==> src/rtl/debug_pkg.sv <==
// Shared constants for the UART debug command engine: opcode and response bytes,
// the controller state encoding and a word-size helper.
package debug_pkg;

  localparam logic [7:0] OP_LOAD   = 8'h4C;
  localparam logic [7:0] OP_RUN    = 8'h52;
  localparam logic [7:0] OP_STEP   = 8'h53;
  localparam logic [7:0] OP_DUMP   = 8'h44;
  localparam logic [7:0] OP_CPURST = 8'h58;
  localparam logic [7:0] OP_BREAK  = 8'h42;

  localparam logic [7:0] RSP_ACK = 8'h06;
  localparam logic [7:0] RSP_NAK = 8'h15;

  typedef enum logic [3:0] {
    ST_IDLE,
    ST_LOAD_CNT,
    ST_LOAD_BYTE,
    ST_LOAD_WRITE,
    ST_RUN,
    ST_STEP,
    ST_DUMP_ADDR,
    ST_DUMP_LOAD,
    ST_DUMP_BYTE,
    ST_DUMP_WAIT,
    ST_RESP,
    ST_RESP_WAIT
  } state_t;

  function automatic int word_bytes(input int data_width);
    return data_width / 8;
  endfunction

endpackage

==> src/rtl/dbg_word_serializer.sv <==
// Word-wide shift register with a byte counter: shifts bytes out LSB first for dumps,
// or assembles incoming bytes LSB first when shift_in_mode is set.
module dbg_word_serializer
  import debug_pkg::*;
#(
  parameter int DATA_WIDTH = 32
) (
  input  logic                  clk,
  input  logic                  rst,
  input  logic                  load,
  input  logic [DATA_WIDTH-1:0] load_word,
  input  logic                  shift,
  input  logic                  shift_in_mode,
  input  logic [7:0]            byte_in,
  output logic [DATA_WIDTH-1:0] word_out,
  output logic [7:0]            byte_out,
  output logic                  last_byte
);

  localparam int WB = word_bytes(DATA_WIDTH);
  localparam int CW = (WB > 1) ? $clog2(WB) : 1;

  logic [DATA_WIDTH-1:0] word_q, word_d;
  logic [CW-1:0]         cnt_q, cnt_d;
  logic [DATA_WIDTH+7:0] shift_in_ext;

  assign word_out  = word_q;
  assign byte_out  = word_q[7:0];
  assign last_byte = (cnt_q == CW'(WB - 1));

  // New bytes enter at the top so the first byte received ends up in the LSB.
  always_comb begin
    word_d       = word_q;
    cnt_d        = cnt_q;
    shift_in_ext = {byte_in, word_q} >> 8;
    if (load) begin
      word_d = load_word;
      cnt_d  = '0;
    end else if (shift) begin
      if (shift_in_mode) begin
        word_d = shift_in_ext[DATA_WIDTH-1:0];
      end else begin
        word_d = word_q >> 8;
      end
      cnt_d = last_byte ? '0 : cnt_q + 1'b1;
    end
  end

  always_ff @(posedge clk) begin
    if (!rst) begin
      word_q <= '0;
      cnt_q  <= '0;
    end else begin
      word_q <= word_d;
      cnt_q  <= cnt_d;
    end
  end

endmodule

==> src/rtl/debug_cmd_engine.sv <==
// Byte-serial debug command engine: loads instruction memory, runs/steps the CPU and
// dumps PC, cycle count, registers and a data-memory window back over the UART.
module debug_cmd_engine
  import debug_pkg::*;
#(
  parameter int DATA_WIDTH    = 32,
  parameter int IM_ADDR_WIDTH = 10,
  parameter int RBITS         = 5,
  parameter int RB_SIZE       = 32,
  parameter int DM_ADDR_WIDTH = 10,
  parameter int DM_DUMP       = 16,
  parameter int PC_WIDTH      = 32,
  parameter int CNT_WIDTH     = 32
) (
  input  logic                     clk,
  input  logic                     rst,
  input  logic [7:0]               rx_data,
  input  logic                     rx_done,
  input  logic                     tx_done,
  output logic [7:0]               tx_data,
  output logic                     tx_start,
  input  logic                     halt_flag,
  input  logic [PC_WIDTH-1:0]      current_pc,
  input  logic [CNT_WIDTH-1:0]     clock_count,
  input  logic [DATA_WIDTH-1:0]    rb_data,
  input  logic [DATA_WIDTH-1:0]    dm_data,
  output logic [IM_ADDR_WIDTH-1:0] im_addr,
  output logic [DATA_WIDTH-1:0]    im_data,
  output logic                     im_we,
  output logic [RBITS-1:0]         rb_addr,
  output logic [DM_ADDR_WIDTH-1:0] dm_addr,
  output logic                     cpu_enable,
  output logic                     cpu_rst
);

  localparam int N_ITEMS = 2 + RB_SIZE + DM_DUMP;
  localparam int IW      = $clog2(N_ITEMS + 1);

  state_t                state_q, state_d;
  logic [7:0]            word_cnt_q, word_cnt_d;
  logic [7:0]            word_idx_q, word_idx_d;
  logic                  nak_q, nak_d;
  logic [7:0]            resp_q, resp_d;
  logic [IW-1:0]         item_q, item_d;
  logic [DATA_WIDTH-1:0] pc_snap_q, pc_snap_d;
  logic [DATA_WIDTH-1:0] cnt_snap_q, cnt_snap_d;
  logic                  cpu_rst_q, cpu_rst_d;

  logic                  ser_load, ser_shift, ser_shift_in, ser_last;
  logic [DATA_WIDTH-1:0] ser_load_word, ser_word;
  logic [7:0]            ser_byte;
  logic                  idx_in_range, item_is_rb, item_is_dm, addr_phase;

  dbg_word_serializer #(.DATA_WIDTH(DATA_WIDTH)) u_ser (
    .clk          (clk),
    .rst          (rst),
    .load         (ser_load),
    .load_word    (ser_load_word),
    .shift        (ser_shift),
    .shift_in_mode(ser_shift_in),
    .byte_in      (rx_data),
    .word_out     (ser_word),
    .byte_out     (ser_byte),
    .last_byte    (ser_last)
  );

  // Word indices past the top of instruction memory are swallowed and flagged.
  assign idx_in_range = ((32'(word_idx_q) >> IM_ADDR_WIDTH) == 32'd0);
  assign item_is_rb   = (int'(item_q) >= 2) && (int'(item_q) < 2 + RB_SIZE);
  assign item_is_dm   = (int'(item_q) >= 2 + RB_SIZE);
  assign addr_phase   = (state_q == ST_DUMP_ADDR) || (state_q == ST_DUMP_LOAD);

  assign rb_addr = (addr_phase && item_is_rb) ? RBITS'(item_q - IW'(2)) : '0;
  assign dm_addr = (addr_phase && item_is_dm) ? DM_ADDR_WIDTH'(item_q - IW'(2 + RB_SIZE)) : '0;
  assign im_addr = IM_ADDR_WIDTH'(word_idx_q);
  assign im_data = ser_word;
  assign tx_data = ((state_q == ST_RESP) || (state_q == ST_RESP_WAIT)) ? resp_q : ser_byte;
  assign cpu_rst = cpu_rst_q;

  always_comb begin
    state_d       = state_q;
    word_cnt_d    = word_cnt_q;
    word_idx_d    = word_idx_q;
    nak_d         = nak_q;
    resp_d        = resp_q;
    item_d        = item_q;
    pc_snap_d     = pc_snap_q;
    cnt_snap_d    = cnt_snap_q;
    cpu_rst_d     = 1'b0;
    tx_start      = 1'b0;
    cpu_enable    = 1'b0;
    im_we         = 1'b0;
    ser_load      = 1'b0;
    ser_load_word = '0;
    ser_shift     = 1'b0;
    ser_shift_in  = 1'b0;

    unique case (state_q)
      ST_IDLE: begin
        if (rx_done) begin
          case (rx_data)
            OP_LOAD: state_d = ST_LOAD_CNT;
            OP_RUN:  state_d = ST_RUN;
            OP_STEP: state_d = ST_STEP;
            OP_DUMP: begin
              item_d  = '0;
              state_d = ST_DUMP_ADDR;
            end
            OP_CPURST: begin
              cpu_rst_d = 1'b1;
              resp_d    = RSP_ACK;
              state_d   = ST_RESP;
            end
            default: begin
              resp_d  = RSP_NAK;
              state_d = ST_RESP;
            end
          endcase
        end
      end

      ST_LOAD_CNT: begin
        if (rx_done) begin
          ser_load   = 1'b1;
          word_cnt_d = rx_data;
          word_idx_d = '0;
          nak_d      = 1'b0;
          if (rx_data == 8'd0) begin
            resp_d  = RSP_ACK;
            state_d = ST_RESP;
          end else begin
            state_d = ST_LOAD_BYTE;
          end
        end
      end

      ST_LOAD_BYTE: begin
        if (rx_done) begin
          ser_shift    = 1'b1;
          ser_shift_in = 1'b1;
          if (ser_last) state_d = ST_LOAD_WRITE;
        end
      end

      ST_LOAD_WRITE: begin
        im_we      = idx_in_range;
        word_idx_d = word_idx_q + 8'd1;
        nak_d      = nak_q || !idx_in_range;
        if ((word_idx_q + 8'd1) == word_cnt_q) begin
          resp_d  = (nak_q || !idx_in_range) ? RSP_NAK : RSP_ACK;
          state_d = ST_RESP;
        end else begin
          state_d = ST_LOAD_BYTE;
        end
      end

      // Enable is gated by halt_flag directly so the halting cycle never clocks the CPU.
      ST_RUN: begin
        cpu_enable = !halt_flag;
        if (halt_flag || (rx_done && (rx_data == OP_BREAK))) begin
          item_d  = '0;
          state_d = ST_DUMP_ADDR;
        end
      end

      ST_STEP: begin
        cpu_enable = !halt_flag;
        item_d     = '0;
        state_d    = ST_DUMP_ADDR;
      end

      ST_DUMP_ADDR: begin
        if (item_q == '0) begin
          pc_snap_d  = DATA_WIDTH'(current_pc);
          cnt_snap_d = DATA_WIDTH'(clock_count);
        end
        state_d = ST_DUMP_LOAD;
      end

      ST_DUMP_LOAD: begin
        ser_load = 1'b1;
        if (item_q == IW'(0))      ser_load_word = pc_snap_q;
        else if (item_q == IW'(1)) ser_load_word = cnt_snap_q;
        else if (item_is_rb)       ser_load_word = rb_data;
        else                       ser_load_word = dm_data;
        state_d = ST_DUMP_BYTE;
      end

      ST_DUMP_BYTE: begin
        tx_start = 1'b1;
        state_d  = ST_DUMP_WAIT;
      end

      ST_DUMP_WAIT: begin
        if (tx_done) begin
          ser_shift = 1'b1;
          if (!ser_last) begin
            state_d = ST_DUMP_BYTE;
          end else if (item_q == IW'(N_ITEMS - 1)) begin
            state_d = ST_IDLE;
          end else begin
            item_d  = item_q + IW'(1);
            state_d = ST_DUMP_ADDR;
          end
        end
      end

      ST_RESP: begin
        tx_start = 1'b1;
        state_d  = ST_RESP_WAIT;
      end

      ST_RESP_WAIT: begin
        if (tx_done) state_d = ST_IDLE;
      end

      default: state_d = ST_IDLE;
    endcase
  end

  always_ff @(posedge clk) begin
    if (!rst) begin
      state_q    <= ST_IDLE;
      word_cnt_q <= '0;
      word_idx_q <= '0;
      nak_q      <= 1'b0;
      resp_q     <= '0;
      item_q     <= '0;
      pc_snap_q  <= '0;
      cnt_snap_q <= '0;
      cpu_rst_q  <= 1'b1;
    end else begin
      state_q    <= state_d;
      word_cnt_q <= word_cnt_d;
      word_idx_q <= word_idx_d;
      nak_q      <= nak_d;
      resp_q     <= resp_d;
      item_q     <= item_d;
      pc_snap_q  <= pc_snap_d;
      cnt_snap_q <= cnt_snap_d;
      cpu_rst_q  <= cpu_rst_d;
    end
  end

endmodule
==> config.mk <==
export PLATFORM = sky130hd
export DESIGN_NAME = debug_cmd_engine
export DESIGN_NICKNAME = d
export VERILOG_FILES = /design/src/rtl/debug_pkg.sv /design/src/rtl/dbg_word_serializer.sv /design/src/rtl/debug_cmd_engine.sv
export SDC_FILE = /design/constraint.sdc
export NUM_CORES = 1
export LEC_CHECK = 0
export ABC_AREA = 1
export CORE_MARGIN = 1.5
export CORE_UTILIZATION = 35
export CTS_BUF_LIST = sky130_fd_sc_hd__clkbuf_16
export DETAILED_ROUTE_END_ITERATION = 6
export PLACE_DENSITY = 0.69
export RECOVER_POWER = 25
export SLEW_MARGIN = 20
export SYNTH_ARGS = -nofsm -noshare
export SYNTH_HDL_FRONTEND = slang
export SYNTH_SLANG_ARGS = --single-unit
==> constraint.sdc <==
create_clock -name clk -period 2.9 [get_ports clk]
set_input_delay 0.58 -clock clk [delete_from_list [all_inputs] [get_ports clk]]
set_output_delay 0.58 -clock clk [all_outputs]
set_load 0.05 [all_outputs]
Yosys cells after proc, flatten, opt, wreduce, memory -nomap -nowiden. Index checks and enable logic that the tools add are counted.

Bits in registers: 133. Input port bits: 141. Word-level logic and storage cells: 128.

Add/sub/neg operators: 5. Order comparisons: 3. Eq/ne operators: 34. Mux-type cells: 50. Bitwise logic cells: 1. Reductions and logical operators: 25.

Operators with widths (count): $mux W32 (7); $eq A8 B7 Y1 const B (6); $mux W8 (6); $pmux W4 S12 (1); $mux W4 (10); $mux W6 (6); $pmux W8 S2 (2); $ne A2 B2 Y1 const B (12); $pmux W6 S4 (1); $pmux W8 S3 (1); $eq A4 B3 Y1 const B (4); $eq A4 B4 Y1 const B (4); $pmux W4 S4 (1); $reduce_and A7 Y1 (2); $mux W10 (1); $mux W1 (9); $add A8 B1 Y8 const B (1); $eq A4 B2 Y1 const B (2); $eq A8 B8 Y1 (1); $logic_not A8 Y1 (1); $sub A6 B6 Y7 const B (1); $add A6 B1 Y6 const B (1); $eq A6 B1 Y1 const B (1); $eq A6 B6 Y1 const B (1); other kinds (25) (36).

Depth between registers and ports, before layout. Gate-level depths: netlist (run 1).

Word-level depth: 7. Mapped depth: 14.

By module. From an unflattened synthesis (run 1), not the netlist that was laid out.

Cells, all modules: 1195. Area total of the unflattened synthesis: 7430.9 um^2.

Modules (own cells, without submodules): debug_cmd_engine (times used 1, cells each 914, area an instance 5704.2 um^2, seq. area each 1881.8 um^2); dbg_word_serializer (times used 1, cells each 281, area an instance 1726.7 um^2, seq. area each 680.7 um^2).

Worst setup path after synthesis (run 1). Ideal clock, no wire load.

Path kind: reg-to-output. Start: reg item_q[1]. End: out dm_addr[7]. Arrival time: 3.436 ns. Setup slack: -1.116 ns. Stages on the path, launching flop included: 8. Buffers on the path: 1. Cells stage by stage: dfxtp_1 > inv_1 > ha_1 > nand3_1 > nand2_2 > o31a_1 > nor4_1 > buf_4.

Word-level cells in the longest chain between the ends: 3. Elaborated cells on any way between the ends: 4.

RTL lines: start, declared (line debug_cmd_engine.sv:44) `logic [IW-1:0] item_q, item_d;`; start signal, assigned (line debug_cmd_engine.sv:238) `item_q <= item_d;`; $ge A6 B6 Y1 (line debug_cmd_engine.sv:70) `assign item_is_dm = (int'(item_q) >= 2 + RB_SIZE);`; $logic_and A1 B1 Y1 (line debug_cmd_engine.sv:74) `assign dm_addr = (addr_phase && item_is_dm) ? DM_ADDR_WIDTH'(item_q - IW'(2 + RB_SIZE)) : '0;`; $mux W10 * (line debug_cmd_engine.sv:74); end, declared (line debug_cmd_engine.sv:31) `output logic [DM_ADDR_WIDTH-1:0] dm_addr,`.

Mark *: on every way between the ends. The rest lies on a longest branch, timed or not.

Worst setup path after layout (run 1).
Start: reg item_q[2]. End: out dm_addr[6].

The elaborated chain is that of the path after synthesis.

==> summary.txt, run 1 <==
Run status
  – Status: finished clean

STA
  – RSZ-0062 raised after global routing: no
  – Clk_skew: 6.893 ps
  – Final Slew Violations: 0
  – Final Hold Viols: 0
  – F_max: 357.5 MHz
  – Max transition margin: 38.56%
  – Worst slew pin tran: 921.5 ps
  – Post-route clock period utilization: 96.45%
  – Total Neg Setup Slack: 0 ps
  – Final setup vio count: 0
  – Tmin final: 2797 ps

Place
  – Port buffer count: 207
  – DPL Wire Length: 17370 µm
  – RD Place Congestion: 0.8397
  – Dpl cell area: 9225 µm²

Critical path
  – Worst setup SP type: flop
  – Crit path max fanout: 6
  – Reg2reg end: u_ser.word_out[20]$_SDFFE_PN0P_
  – Crit. End Element: output pin
  – Req. time, crit path: 2320 ps
  – FF-to-FF setup slack: 340 ps
  – Worst Reg-to-Reg Cells: 7
  – Crit Path Class: flop to output pin
  – Critical R2R Launch: state_q[0]$_SDFFE_PN0P_
  – Worst EP arrival: 2220 ps

Routing
  – Remaining DRCs: 0
  – Vias/cell: 5.038
  – Routed via count: 7527
  – Pre-Repair DR Iteration Count: 5
  – Drt wl/cell: 15.81 µm
  – Drt total wl: 23620 µm
  – DRT antenna net count: 0
  – Initial drt markers: 651

Global route
  – GR Util met2: 36.36%
  – Largest net degree at the start of global routing: 100
  – Busiest layer in global routing: met2
  – First-pass GRT wire length: 36810 µm
  – Total gr overflow: 0
  – Vias in the first global route: 6863
  – Total track usage: 23.36%
  – Antenna violations before repair: 0
  – GRT met1 Usage: 32.41%
  – Met3 GRT Util: 4.494%

Yosys
  – Number of synthesized flops with an enable pin: 0
  – Most common cell in the netlist: nor2_1
  – Yosys cell types: 37
  – Post-synth top area share: 37.50%
  – Area leader, netlist: dfxtp_1
  – Mapped Area: 6834 µm²
  – Post-synthesis sequential area ratio: 37.50%
  – Synthesized flop and latch total: 128
  – Synth Flop Type: dfxtp_1
  – YS warnings: 0
  – Area contributors post-synth: dfxtp_1, a21oi_1, o21ai_0
  – Syn Area/Cell: 6.559 µm²
  – Syn Inst Count: 1042
  – Most frequent cells after synthesis: nor2_1, a21oi_1, nand2_1, o21ai_0, dfxtp_1
  – FFs w/ async S/R, synth: 0%

Finish
  – Area grow syn2layout: 42.84%
  – Ant diodes: 0
  – Final-stage net count: 1373
  – Design Area, Final: 9762 µm²
  – Fill count: 1903
  – Layout cell share with drive strength beyond 1: 7.455%

Worst hold path
  – Tightest Hold Check Type: flop to flop
  – Hold path depth: 2
  – Hold_sp: pc_snap_q[18]$_SDFFE_PN0P_
  – Hold Path End: pc_snap_q[18]$_SDFFE_PN0P_

Power
  – Power Dens Cells: 648.3 nW/µm²
  – Leak Pwr: 3.826 nW
  – Worst VDD drop: 0.4590 mV

Clocking
  – H-tree depth: 4
  – CTS Root Cell: clkbuf_16
  – Hold Buf Count CTS: 0
  – CTS clk-pin slew, worst paths: 50 ps
  – Clk_lat worst skew: 420 ps
  – TritonCTS Buffers: 17
  – CTS sink count: 128
  – Worst-case clock buffer depth: 2
  – TritonCTS clock tree: done

Floorplan
  – Die X: 142.7 µm
  – Core ar.: 18960 µm²
  – IO Count: 210
  – Row cnt: 50
  – Initial core utilization: 36.05%
  – Die area: 20370 µm²
  – Die Height: 142.7 µm

Run
  – Max Cap Violations: 0
cells in the final DEF, fill, tap and decap left out, types with 2 or more instances in the layout:
master,n
nor2_1,185
clkdlybuf4s50_1,167
a21oi_1,156
nand2_1,154
o21ai_0,141
dfxtp_1,125
inv_1,82
nand3_1,35
buf_4,27
o31ai_1,26
clkbuf_16,17
buf_12,17
dlygate4sd3_1,14
ha_1,9
a31oi_1,8
nand4_1,8
inv_2,7
nand2_2,6
clkinv_1,6
o21ai_1,4
xor2_1,4
xnor2_1,3
nor2_2,3
nor3_1,3
clkinv_2,3
o211ai_1,2
nor2_4,2
conb_1,2
bufinv_16,2
dfxtp_4,2
layout make-up:
type	count	area (µm²)	area share [%]
multi-input cells	759	3613	37.02
inverters	88	330.3	3.384
repair buffers	229	2387	24.46
well taps	260	325.3	3.332
clock buffers	17	425.4	4.358
clock inverters	13	108.9	1.115
flip-flops and latches	128	2571	26.34
worst max path at each step:
stage,startpoint,end,cells past startpoint
5_1_grt,item_q[2]$_SDFFE_PN0P_,dm_addr[6],8
6_report,item_q[2]$_SDFFE_PN0P_,dm_addr[6],8
2_1_floorplan,item_q[1]$_SDFFE_PN0P_,dm_addr[7],7
3_3_place_gp,item_q[1]$_SDFFE_PN0P_,dm_addr[7],8
3_5_place_dp,item_q[2]$_SDFFE_PN0P_,dm_addr[6],8
4_1_cts,item_q[1]$_SDFFE_PN0P_,dm_addr[6],8
critical path: stages, from the launching register on:
cell     delay (ps)
dfxtp_4         390
inv_1            80
ha_1            210
nand3_1         120
nand2_2          90
o31a_1          350
nor4_4          240
buf_6           180
buf_12          140
cell families (layout without fill, tap and decap cells):
logic type               after synthesis  count (layout)  synth area share [%]
buffers and inverters                156             347                 9.502
flip-flops                           128             128                 37.50
AND/OR/NAND/NOR                      401             401                 23.97
adder cells (fa/ha/maj)                9               9                 1.648
XOR/XNOR                               7               7                0.8971
other                                  1               2               0.05487
AO/OA/AOI/OAI                        340             340                 26.44
routing by layer:
metal  share of wire (%)  vias to the layer above
met3                 6.2                       32
met5                   0                        -
met4                 2.2                        0
li1                    -                     3809
met2                  46                      266
met1                  46                     3420
metrics by stage:
step           hold slack (ps)  std cells  setup slack [ps]  util [%]  total power [mW]
3_3_place_gp             439.3       1461             404.1     48.67             4.424
4_1_cts                  452.1       1492             16.72     51.56             6.407
3_5_place_dp             443.8       1461             365.8     48.67             4.425
6_report                 452.1       1494             103.0     51.50             6.329
5_1_grt                  466.9       1494             1.887     51.50             6.647
2_1_floorplan            429.7       1043             31.24         -             3.590
power breakdown:
| group | switching, mW | leakage (nW) | total, mW | internal (mW) |
|---|---|---|---|---|
| combinational | 1.46 | 2.51 | 2.20 | 0.748 |
| sequential | 0.176 | 1.04 | 2.14 | 1.97 |
| clock | 0.758 | 0.276 | 1.98 | 1.22 |
sequential cells by signal (all words and copies together), names as in the netlist:
register and flops:
cnt_snap_q 32, cpu_rst 1, item_q 6, pc_snap_q 32
resp_q 3, state_q 4, u_ser.cnt_q 2, u_ser.word_out 32
word_cnt_q 8, word_idx_q 8
timing repair:
action,CTS,global route
buffers inserted,1,2
resized for setup,3,4
endpoints found under the hold margin,0,0
gates cloned,0,0
setup endpoints to repair,4,15
pin swaps,1,0
(Power assumes the default switching activity.)
==> run 2, diff against run 1 <==
Settings changed: TNS_END_PERCENT from default to 10.
==> results of run 2 <==
The final DEF is identical to that of run 1; final timing and power are the same.
